[src/rtl/param_cache.sv]
// param_cache: direct-mapped parameter cache with a request/ack handshake.
//
// Each line holds a tag, a valid bit, a dirty bit and WORDS data words.
// A request is captured in IDLE when enable is high. Ordinary requests take
// one ACCESS cycle; invalidate-all requests sweep one line per cycle. Both
// finish in DONE, where ack and the outputs hold until enable is released.
//
// Optional feature: define PARAM_CACHE_STATS_EN to add the saturating
// hit_cnt / miss_cnt outputs that count compare operations.
//
// Ports:
//   clk       clock, rising edge active
//   rst       asynchronous active-high reset
//   enable    request strobe, held until ack
//   inv_all   request is invalidate-all
//   index     line select
//   word      word select within the line
//   comp      compare mode
//   write     write mode
//   tag_in    tag for compare or write
//   data_in   write data
//   valid_in  valid bit for access-write
//   hit       tag match on a valid line (compare ops only)
//   dirty     line dirty bit before the op
//   tag_out   stored tag
//   data_out  selected word (pre-write)
//   valid     line valid bit before the op
//   ack       request complete, outputs stable
//   hit_cnt   (stats build) compare hits, saturating
//   miss_cnt  (stats build) compare misses, saturating
module param_cache #(
    parameter int SETS   = 16,
    parameter int WORDS  = 4,
    parameter int TAG_W  = 5,
    parameter int DATA_W = 16,
    localparam int IW    = $clog2(SETS),
    localparam int WW    = (WORDS > 1) ? $clog2(WORDS) : 1
) (
    input  logic              clk,
    input  logic              rst,
    input  logic              enable,
    input  logic              inv_all,
    input  logic [IW-1:0]     index,
    input  logic [WW-1:0]     word,
    input  logic              comp,
    input  logic              write,
    input  logic [TAG_W-1:0]  tag_in,
    input  logic [DATA_W-1:0] data_in,
    input  logic              valid_in,
    output logic              hit,
    output logic              dirty,
    output logic [TAG_W-1:0]  tag_out,
    output logic [DATA_W-1:0] data_out,
    output logic              valid,
    output logic              ack
`ifdef PARAM_CACHE_STATS_EN
    ,
    output logic [15:0]       hit_cnt,
    output logic [15:0]       miss_cnt
`endif
);

    typedef enum logic [1:0] {IDLE, ACCESS, SWEEP, DONE} state_e;

    state_e              state_q;
    logic [IW-1:0]       swp_q;
    logic [SETS-1:0]     vld_q;
    logic [SETS-1:0]     dty_q;

    // Captured request (data path, no reset needed)
    logic [IW-1:0]       idx_q;
    logic [WW-1:0]       word_q;
    logic                comp_q;
    logic                write_q;
    logic [TAG_W-1:0]    tag_q;
    logic [DATA_W-1:0]   data_q;
    logic                valid_in_q;

    // Registered outputs
    logic                hit_q;
    logic                dirty_q;
    logic                valid_q;
    logic [TAG_W-1:0]    tag_out_q;
    logic [DATA_W-1:0]   data_out_q;
    logic                ack_q;

    logic [TAG_W-1:0]    tag_mem  [SETS];
    logic [DATA_W-1:0]   data_mem [SETS][WORDS];

    logic                hit_d;
    logic                wr_en;

`ifdef PARAM_CACHE_STATS_EN
    logic [15:0]         hit_cnt_q;
    logic [15:0]         miss_cnt_q;

    function automatic logic [15:0] sat_inc(input logic [15:0] v);
        return (v == 16'hFFFF) ? v : v + 16'd1;
    endfunction

    assign hit_cnt  = hit_cnt_q;
    assign miss_cnt = miss_cnt_q;
`endif

    assign hit_d = comp_q && vld_q[idx_q] && (tag_mem[idx_q] == tag_q);

    // Compare-write only touches the array on a hit; access-write always does.
    assign wr_en = (state_q == ACCESS) && write_q && (!comp_q || hit_d);

    assign hit      = hit_q;
    assign dirty    = dirty_q;
    assign valid    = valid_q;
    assign tag_out  = tag_out_q;
    assign data_out = data_out_q;
    assign ack      = ack_q;

    // Request capture: later changes on the inputs are ignored.
    always_ff @(posedge clk) begin
        if (state_q == IDLE && enable) begin
            idx_q      <= index;
            word_q     <= word;
            comp_q     <= comp;
            write_q    <= write;
            tag_q      <= tag_in;
            data_q     <= data_in;
            valid_in_q <= valid_in;
        end
    end

    // Tag and data arrays. A reset while in ACCESS drops the state to IDLE
    // before the next edge, so an aborted request never writes here.
    always_ff @(posedge clk) begin
        if (wr_en) begin
            data_mem[idx_q][word_q] <= data_q;
            if (!comp_q) begin
                tag_mem[idx_q] <= tag_q;
            end
        end
    end

    always_ff @(posedge clk or posedge rst) begin
        if (rst) begin
            state_q    <= IDLE;
            swp_q      <= '0;
            vld_q      <= '0;
            dty_q      <= '0;
            hit_q      <= 1'b0;
            dirty_q    <= 1'b0;
            valid_q    <= 1'b0;
            tag_out_q  <= '0;
            data_out_q <= '0;
            ack_q      <= 1'b0;
`ifdef PARAM_CACHE_STATS_EN
            hit_cnt_q  <= '0;
            miss_cnt_q <= '0;
`endif
        end else begin
            case (state_q)
                IDLE: begin
                    if (enable) begin
                        if (inv_all) begin
                            state_q    <= SWEEP;
                            swp_q      <= '0;
                            hit_q      <= 1'b0;
                            dirty_q    <= 1'b0;
                            valid_q    <= 1'b0;
                            tag_out_q  <= '0;
                            data_out_q <= '0;
`ifdef PARAM_CACHE_STATS_EN
                            hit_cnt_q  <= '0;
                            miss_cnt_q <= '0;
`endif
                        end else begin
                            state_q <= ACCESS;
                        end
                    end
                end
                ACCESS: begin
                    // Outputs report the line as it was before this op.
                    hit_q      <= hit_d;
                    dirty_q    <= dty_q[idx_q];
                    valid_q    <= vld_q[idx_q];
                    tag_out_q  <= tag_mem[idx_q];
                    data_out_q <= data_mem[idx_q][word_q];
                    if (write_q) begin
                        if (!comp_q) begin
                            vld_q[idx_q] <= valid_in_q;
                            dty_q[idx_q] <= 1'b0;
                        end else if (hit_d) begin
                            dty_q[idx_q] <= 1'b1;
                        end
                    end
`ifdef PARAM_CACHE_STATS_EN
                    if (comp_q) begin
                        if (hit_d) begin
                            hit_cnt_q <= sat_inc(hit_cnt_q);
                        end else begin
                            miss_cnt_q <= sat_inc(miss_cnt_q);
                        end
                    end
`endif
                    ack_q   <= 1'b1;
                    state_q <= DONE;
                end
                SWEEP: begin
                    vld_q[swp_q] <= 1'b0;
                    dty_q[swp_q] <= 1'b0;
                    if (swp_q == IW'(SETS - 1)) begin
                        ack_q   <= 1'b1;
                        state_q <= DONE;
                    end else begin
                        swp_q <= swp_q + 1'b1;
                    end
                end
                DONE: begin
                    if (!enable) begin
                        ack_q   <= 1'b0;
                        state_q <= IDLE;
                    end
                end
                default: begin
                    state_q <= IDLE;
                end
            endcase
        end
    end

endmodule

[config.mk]
export PLATFORM = sky130hd
export DESIGN_NAME = param_cache
export DESIGN_NICKNAME = d
export VERILOG_FILES = /design/src/rtl/param_cache.sv
export SDC_FILE = /design/constraint.sdc
export NUM_CORES = 1
export LEC_CHECK = 0
export BUFFER_PORTS_ARGS = -buffer_cell sky130_fd_sc_hd__buf_2
export CAP_MARGIN = 20
export CELL_PAD_IN_SITES_DETAIL_PLACEMENT = 0
export CELL_PAD_IN_SITES_GLOBAL_PLACEMENT = 1
export CORE_MARGIN = 2
export CORE_UTILIZATION = 28
export CTS_BUF_LIST = sky130_fd_sc_hd__clkbuf_16
export CTS_CLUSTER_DIAMETER = 40
export DETAILED_ROUTE_END_ITERATION = 6
export GPL_ROUTABILITY_DRIVEN = 0
export PLACE_DENSITY = 0.53
export RECOVER_POWER = 100
export SLEW_MARGIN = 0
export SYNTH_ARGS = -nofsm -noshare
export SYNTH_HDL_FRONTEND = slang
export SYNTH_SLANG_ARGS = --single-unit
[constraint.sdc]
create_clock -name clk -period 10.62 [get_ports clk]
set_clock_uncertainty 0.2 [all_clocks]
set_input_delay 1.593 -clock clk [delete_from_list [all_inputs] [get_ports clk]]
set_output_delay 1.593 -clock clk [all_outputs]
set_load 0.02 [all_outputs]
==> results of run 1 <==
final cells by class:
cell class	count	share of cell area
clock buffers	160	0.0729
repair buffers	161	0.0153
flip-flops and latches	1201	0.650
well taps	2189	0.0499
multi-input cells	723	0.186
inverters	25	0.00173
diodes	3	0.000137
clock inverters	126	0.0241
synthesized netlist by cell type:
| cell | n | share of area |
|---|---|---|
| xnor2_2 | 1 | 0.00035 |
| o21ai_0 | 51 | 0.0055 |
| nand2_1 | 37 | 0.0030 |
| nand3_1 | 8 | 0.00086 |
| xor2_1 | 2 | 0.00038 |
| clkbuf_1 | 58 | 0.0047 |
| mux2i_1 | 47 | 0.010 |
| nand2b_1 | 5 | 0.00067 |
| buf_1 | 49 | 0.0040 |
| buf_2 | 7 | 0.00075 |
| o31ai_1 | 1 | 0.00016 |
| and3_1 | 1 | 0.00013 |
| buf_6 | 5 | 0.0012 |
| or2_2 | 3 | 0.00040 |
| nor3_1 | 64 | 0.0069 |
| a32o_1 | 1 | 0.00022 |
| nor2_1 | 57 | 0.0046 |
| o211ai_1 | 1 | 0.00016 |
| a31oi_1 | 1 | 0.00013 |
| xnor2_1 | 4 | 0.00075 |
| nand4_2 | 1 | 0.00027 |
| o221ai_2 | 10 | 0.0032 |
| edfxtp_1 | 1134 | 0.73 |
| o221ai_1 | 6 | 0.0011 |
| dfrtp_1 | 63 | 0.034 |
| dfxtp_1 | 4 | 0.0017 |
| a21oi_1 | 36 | 0.0039 |
| inv_1 | 25 | 0.0020 |
| mux2_2 | 6 | 0.0015 |
| and2_1 | 1 | 0.00013 |
| a22o_1 | 7 | 0.0013 |
| nand4_1 | 2 | 0.00027 |
| mux4_2 | 350 | 0.17 |
| nand3b_1 | 1 | 0.00016 |
| ha_1 | 8 | 0.0022 |
| nor2b_1 | 5 | 0.00067 |
| or4_1 | 1 | 0.00016 |
| o31a_1 | 1 | 0.00019 |
| o31ai_2 | 1 | 0.00027 |
| a211oi_1 | 1 | 0.00016 |
| nor3b_1 | 2 | 0.00032 |
through the flow:
stage / instance area [um2] / setup slack, ps / hold WS [ps] / power, uW
final: 54900 / 2910 / 320 / 13200
after global placement: 50100 / 4440 / 285 / 7960
after global routing: 54900 / 2430 / 329 / 13700
after detailed placement: 50200 / 4970 / 301 / 8000
after CTS: 55500 / 4960 / 314 / 13300
after floorplan: 46500 / 6470 / 266 / 7120
power by group through the flow:
stage	Sequential, uW	Clock, uW	Combinational (uW)
after floorplan	5720	0	1400
after global placement	5740	0	2220
after detailed placement	5750	0	2250
after CTS	5660	5420	2260
after global routing	5670	5610	2390
final	5650	5310	2220
routing by layer:
layer  vias up  track usage  routed length [um]
met5         -            0                   0
met4         0       0.0444                3090
met3       182       0.0258                5750
met2       606        0.228               58100
met1     12140        0.196               52900
li1       9170            -                   -
sequential cells by signal, indices dropped and copies added, names as in the netlist, named ones only:
register    flops
data_q         16
data_out       16
word_q          2
tag_mem        80
tag_out         5
state_q         2
comp_q          1
ack             1
swp_q           4
hit             1
valid           1
data_mem     1024
vld_q          16
idx_q           4
tag_q           5
dirty           1
write_q         1
valid_in_q      1
critical path, cell delays in order, from the launching register on:
cell and delay (ps):
dfxtp_1 2480, buf_4 640, buf_16 350, mux4_2 560, mux2i_1 200, mux2i_1 200
xnor2_1 220, nand2_1 140, o31a_2 320, buf_4 340, nor3_1 1150, clkbuf_1 470
cells by family (layout without fill, tap and decap cells):
logic type / Yosys count / in the layout / share of synthesized area
adder cells (fa/ha/maj): 8 / 8 / 0.00215
other: 0 / 3 / 0
AND/OR/NAND/NOR: 188 / 188 / 0.0185
multiplexers: 403 / 403 / 0.181
AO/OA/AOI/OAI: 117 / 117 / 0.0163
buffers and inverters: 144 / 472 / 0.0126
flip-flops: 1201 / 1201 / 0.768
XOR/XNOR: 7 / 7 / 0.00148
worst paths after layout:
check	start	endpoint	cells past startpoint	slack (ps)
max in group asynchronous	rst	asynchronous set/reset pin	3	5720
worst min register to register	vld_q[0]$_DFFE_PP0P_	vld_q[0]$_DFFE_PP0P_	2	320
worst max-delay path	register	data_mem[6][30]$_DFFE_PP_	11	2910
worst max register to register	register	data_mem[6][30]$_DFFE_PP_	11	2910
min in group asynchronous	rst	data_out[13]$_DFFE_PP0P_	2	570
worst min-delay path	vld_q[0]$_DFFE_PP0P_	vld_q[0]$_DFFE_PP0P_	2	320
==> impl_metrics.env, run 1 <==
export IMPL_max_freq_ghz=0.130
export IMPL_hold_violations=0
export IMPL_grt_pass1_wl_mm=172
export IMPL_hpwl_mm=69.2
export IMPL_p_sw_frac=0.270
export IMPL_ios=59
export IMPL_cts_path_max_buffers=3
export IMPL_clkSinkCount=1201
export IMPL_end_kind="register"
export IMPL_drc_errors=6
export IMPL_cts_resized=0
export IMPL_detail_route_wl_per_cell_um=26.1
export IMPL_drive_gt1_frac=0.279
export IMPL_status="finished, violations left"
export IMPL_core_area_um2=165000
export IMPL_worst_setup_path_start_kind="register"
export IMPL_multi_input_area_um2=10200
export IMPL_intPower_uw=9620
export IMPL_netlist_area_um2=46500
export IMPL_leakagePower_uw=0.0173
export IMPL_postCtsHoldBufs=0
export IMPL_dieHeight_um=412
export IMPL_post_route_period_util=0.726
export IMPL_die_w_um=412
export IMPL_mostFrequentLayoutCells="edfxtp_1, mux4_2, clkbuf_16"
export IMPL_h_tree_depth=4
export IMPL_ys_types=41
export IMPL_root_buffer="clkbuf_16"
export IMPL_worstSetupPathType="reg -> reg"
export IMPL_avgSynthCellArea_um2=22.5
export IMPL_hold_path_class="reg -> reg"
export IMPL_p_switching_uw=3560
export IMPL_regArea_um2=35700
export IMPL_cts_tree="done"
export IMPL_irDropWorstVdd_mv=0.136
export IMPL_synth_seq_cells=1201
export IMPL_arrival_ps=7910
export IMPL_nFillCells=15433
export IMPL_portBuffers=58
export IMPL_place_inst=4296
export IMPL_grtUsageTotal=0.142
export IMPL_period_needed_ps=7710
export IMPL_syn_inst=2068
export IMPL_grt_ovfl_total=0
export IMPL_slew_violations=1191
export IMPL_via_count=22098
export IMPL_cellPowerDensity_nw_per_um2=240
export IMPL_via_per_inst=4.82
export IMPL_dieArea_um2=169000
export IMPL_post_cts_setup_buffer_count=0
export IMPL_num_rows=149
export IMPL_clock_latency_ps=770
export IMPL_pwr_share_comb=0.169
export IMPL_tightest_slew_ps=3780
export IMPL_grt_antenna_before_repair=6
export IMPL_ant_nets=0
export IMPL_drv_cap=21
export IMPL_yosys_warnings=0
export IMPL_rsz0062_at_grt="false"
export IMPL_drt_total_wl_mm=120
export IMPL_area_delta_synth_final_pct=18.1
export IMPL_clk_pin_slew_ps=50
export IMPL_maxSlewHeadroom=-1.52
export IMPL_grt_pass1_vias=23367
export IMPL_pwr_share_seq=0.429
export IMPL_start_util=0.282
export IMPL_critPathMaxFanout=64
export IMPL_layout_commonest_cell="edfxtp_1"
export IMPL_syn_num_nets=2110
export IMPL_clock_power_share=0.403
export IMPL_cts_buffers=156
export IMPL_layout_nets=2310
export IMPL_instances_no_fill=4588
export IMPL_setup_violations_final=0
export IMPL_ys_seq_area_frac=0.768
export IMPL_post_route_util=0.333
export IMPL_drtPass1Iterations=7
export IMPL_drtIter0Drc=2239
export IMPL_worstPathRequired_ps=10830
export IMPL_final_setup_tns_ps=0
export IMPL_grt_max_degree=142
export IMPL_violations="DRC, capacitance limit, slew limit"
Power figures use the tool's default switching activity.
==> run 2, diff against run 1 <==
--- a/config.mk
+++ b/config.mk
@@ -15,7 +15,7 @@
 export CTS_CLUSTER_DIAMETER = 40
 export DETAILED_ROUTE_END_ITERATION = 6
 export GPL_ROUTABILITY_DRIVEN = 0
-export PLACE_DENSITY = 0.53
+export PLACE_DENSITY = 0.55
 export RECOVER_POWER = 100
 export SLEW_MARGIN = 0
 export SYNTH_ARGS = -nofsm -noshare
==> constraint.sdc (replaced) <==
create_clock -name clk -period 6.85 [get_ports clk]
set_clock_uncertainty 0.2 [all_clocks]
set_input_delay 1.0275 -clock clk [delete_from_list [all_inputs] [get_ports clk]]
set_output_delay 1.0275 -clock clk [all_outputs]
set_load 0.02 [all_outputs]
==> run 2 against run 1 <==
The run still ends with DRC, capacitance limit, slew limit left. Global-route usage is 0.67 points higher. Wire length rose by 5.3%. Non-clock buffer count increased by 6. Clock-buffer cell count increased by 7. Core utilization rose by 0.18 points. Via count grew 2.0%. Critical path type unchanged. Design area rose by 0.54%. Combinational power up 56%. Highest routed layer unchanged. Largest cell class unchanged.
==> impl_metrics.env, run 2 (synthesis results as in run 1) <==
export IMPL_status="finished, violations left"
export IMPL_violations="DRC, capacitance limit, slew limit"
export IMPL_ios=59
export IMPL_drc_errors=2
export IMPL_h_tree_depth=4
export IMPL_grt_pass1_wl_mm=179
export IMPL_grt_max_degree=126
export IMPL_worst_setup_path_start_kind="register"
export IMPL_worstPathRequired_ps=7050
export IMPL_worstPathCellList="mux4_2 > mux2i_1 > mux2i_1 > xnor2_2 > nand4_1 > o31a_1 > clkbuf_1 > nor3_1 > clkbuf_1"
export IMPL_postCtsHoldBufs=0
export IMPL_drive_gt1_frac=0.284
export IMPL_root_buffer="clkbuf_16"
export IMPL_grt_antenna_before_repair=11
export IMPL_via_per_inst=4.90
export IMPL_slew_violations=1314
export IMPL_final_setup_tns_ps=0
export IMPL_hold_violations=0
export IMPL_clock_latency_ps=770
export IMPL_largest_register="data_mem"
export IMPL_portBuffers=58
export IMPL_setup_violations_final=0
export IMPL_drv_cap=30
export IMPL_critPathMaxFanout=24
export IMPL_post_route_util=0.335
export IMPL_clk_pin_slew_ps=60
export IMPL_worstSetupPathType="reg -> reg"
export IMPL_critPathMaxStageDelay_ps=990
export IMPL_drtIter0Drc=2395
export IMPL_period_needed_ps=5440
export IMPL_die_w_um=412
export IMPL_hold_path_class="in -> reg"
export IMPL_leakagePower_uw=0.0174
export IMPL_clkSinkCount=1201
export IMPL_cellPowerDensity_nw_per_um2=381
export IMPL_cts_buffers=161
export IMPL_maxSlewHeadroom=-1.57
export IMPL_diodes=0
export IMPL_start_util=0.282
export IMPL_largest_reg_flops=1024
export IMPL_max_freq_ghz=0.184
export IMPL_rsz0062_at_grt="false"
export IMPL_dieHeight_um=412
export IMPL_grt_ovfl_total=0
export IMPL_core_area_um2=165000
export IMPL_ant_nets=0
export IMPL_drtPass1Iterations=7
export IMPL_mostFrequentLayoutCells="edfxtp_1, mux4_2, clkbuf_16"
export IMPL_hpwl_mm=75.2
export IMPL_holdWs_ps=233
export IMPL_cts_tree="done"
export IMPL_num_rows=149
export IMPL_layout_commonest_cell="edfxtp_1"
export IMPL_post_cts_setup_buffer_count=0
export IMPL_post_route_period_util=0.795
export IMPL_nFillCells=15472
export IMPL_layout_nets=2321
export IMPL_grt_pass1_vias=23207
export IMPL_via_count=22543
export IMPL_grtUsageTotal=0.149
export IMPL_detail_route_wl_per_cell_um=27.4
export IMPL_arrival_ps=5640
export IMPL_end_kind="register"
export IMPL_tightest_slew_ps=3850
export IMPL_drt_total_wl_mm=126
export IMPL_cts_resized=0
export IMPL_reg_largest_list="data_mem: 1024 flops, tag_mem: 80 flops"
export IMPL_area_delta_synth_final_pct=18.7
export IMPL_cts_path_max_buffers=3
export IMPL_cp_slowest_cell="nor3_1"
export IMPL_irDropWorstVdd_mv=0.282
export IMPL_dieArea_um2=169000
## run 2: changes by cell type in the layout (fill, tap and decap cells not counted), moves of 4 or more
cell	delta
clkinv_8	-5
clkbuf_1	+9
buf_2	-4
buf_4	+5
clkinv_1	-6
bufinv_16	+7
clkbuf_16	+7
## run 2: where the power goes
part	total, uW	switching [uW]	internal [uW]
Sequential	8850	364	8490
Combinational	3460	2080	1390
Clock	8730	3270	5460
Total	21000	5710	15300
## run 2: final timing paths
kind	startpoint	end	slack (ps)	cells after the start
max	register	data_mem[12][45]$_DFFE_PP_	1410	9
max reg2reg	register	data_mem[12][45]$_DFFE_PP_	1410	9
min reg2reg	hit$_DFFE_PP0P_	hit$_DFFE_PP0P_	290	1
min	comp	comp_q$_DFFE_PP_	230	1
min in group asynchronous	rst	data_out[8]$_DFFE_PP0P_	460	2
max in group asynchronous	rst	dirty$_DFFE_PP0P_	2560	3
## run 2: worst max-delay path, delay by kind of cell, from the launching register on
family	cells	cell delay, ps
AO/OA/AOI/OAI	1	490
buffers and inverters	2	1160
AND/OR/NAND/NOR	2	1220
flip-flops	1	980
multiplexers	3	830
XOR/XNOR	1	160
## run 2: layout make-up
class	instances	area [um2]	share of cell area
timing repair buffer	167	785	0.0142
sequential	1201	35700	0.647
clock inverter	133	1510	0.0274
clock buffer	167	4180	0.0757
inverter	25	95.1	0.00172
tap	2189	2740	0.0496
multi-input combinational	723	10200	0.184
## run 2: layer usage
metal	vias to the layer above	GRT usage	part of all wire
li1	9197	-	-
met1	12376	0.208	0.43
met2	806	0.235	0.48
met3	164	0.0314	0.064
met4	0	0.0407	0.024
met5	-	0	0
## run 2: metrics by stage
stage / area [um2] / power [uW] / cells / setup WS (ps)
2_1_floorplan: 46500 / 11000 / 2068 / 2700
3_3_place_gp: 50100 / 12500 / 4291 / 1940
3_5_place_dp: 50300 / 12500 / 4302 / 2180
4_1_cts: 55900 / 21300 / 4602 / 2150
5_1_grt: 55200 / 21800 / 4605 / 985
6_report: 55200 / 21000 / 4605 / 1410
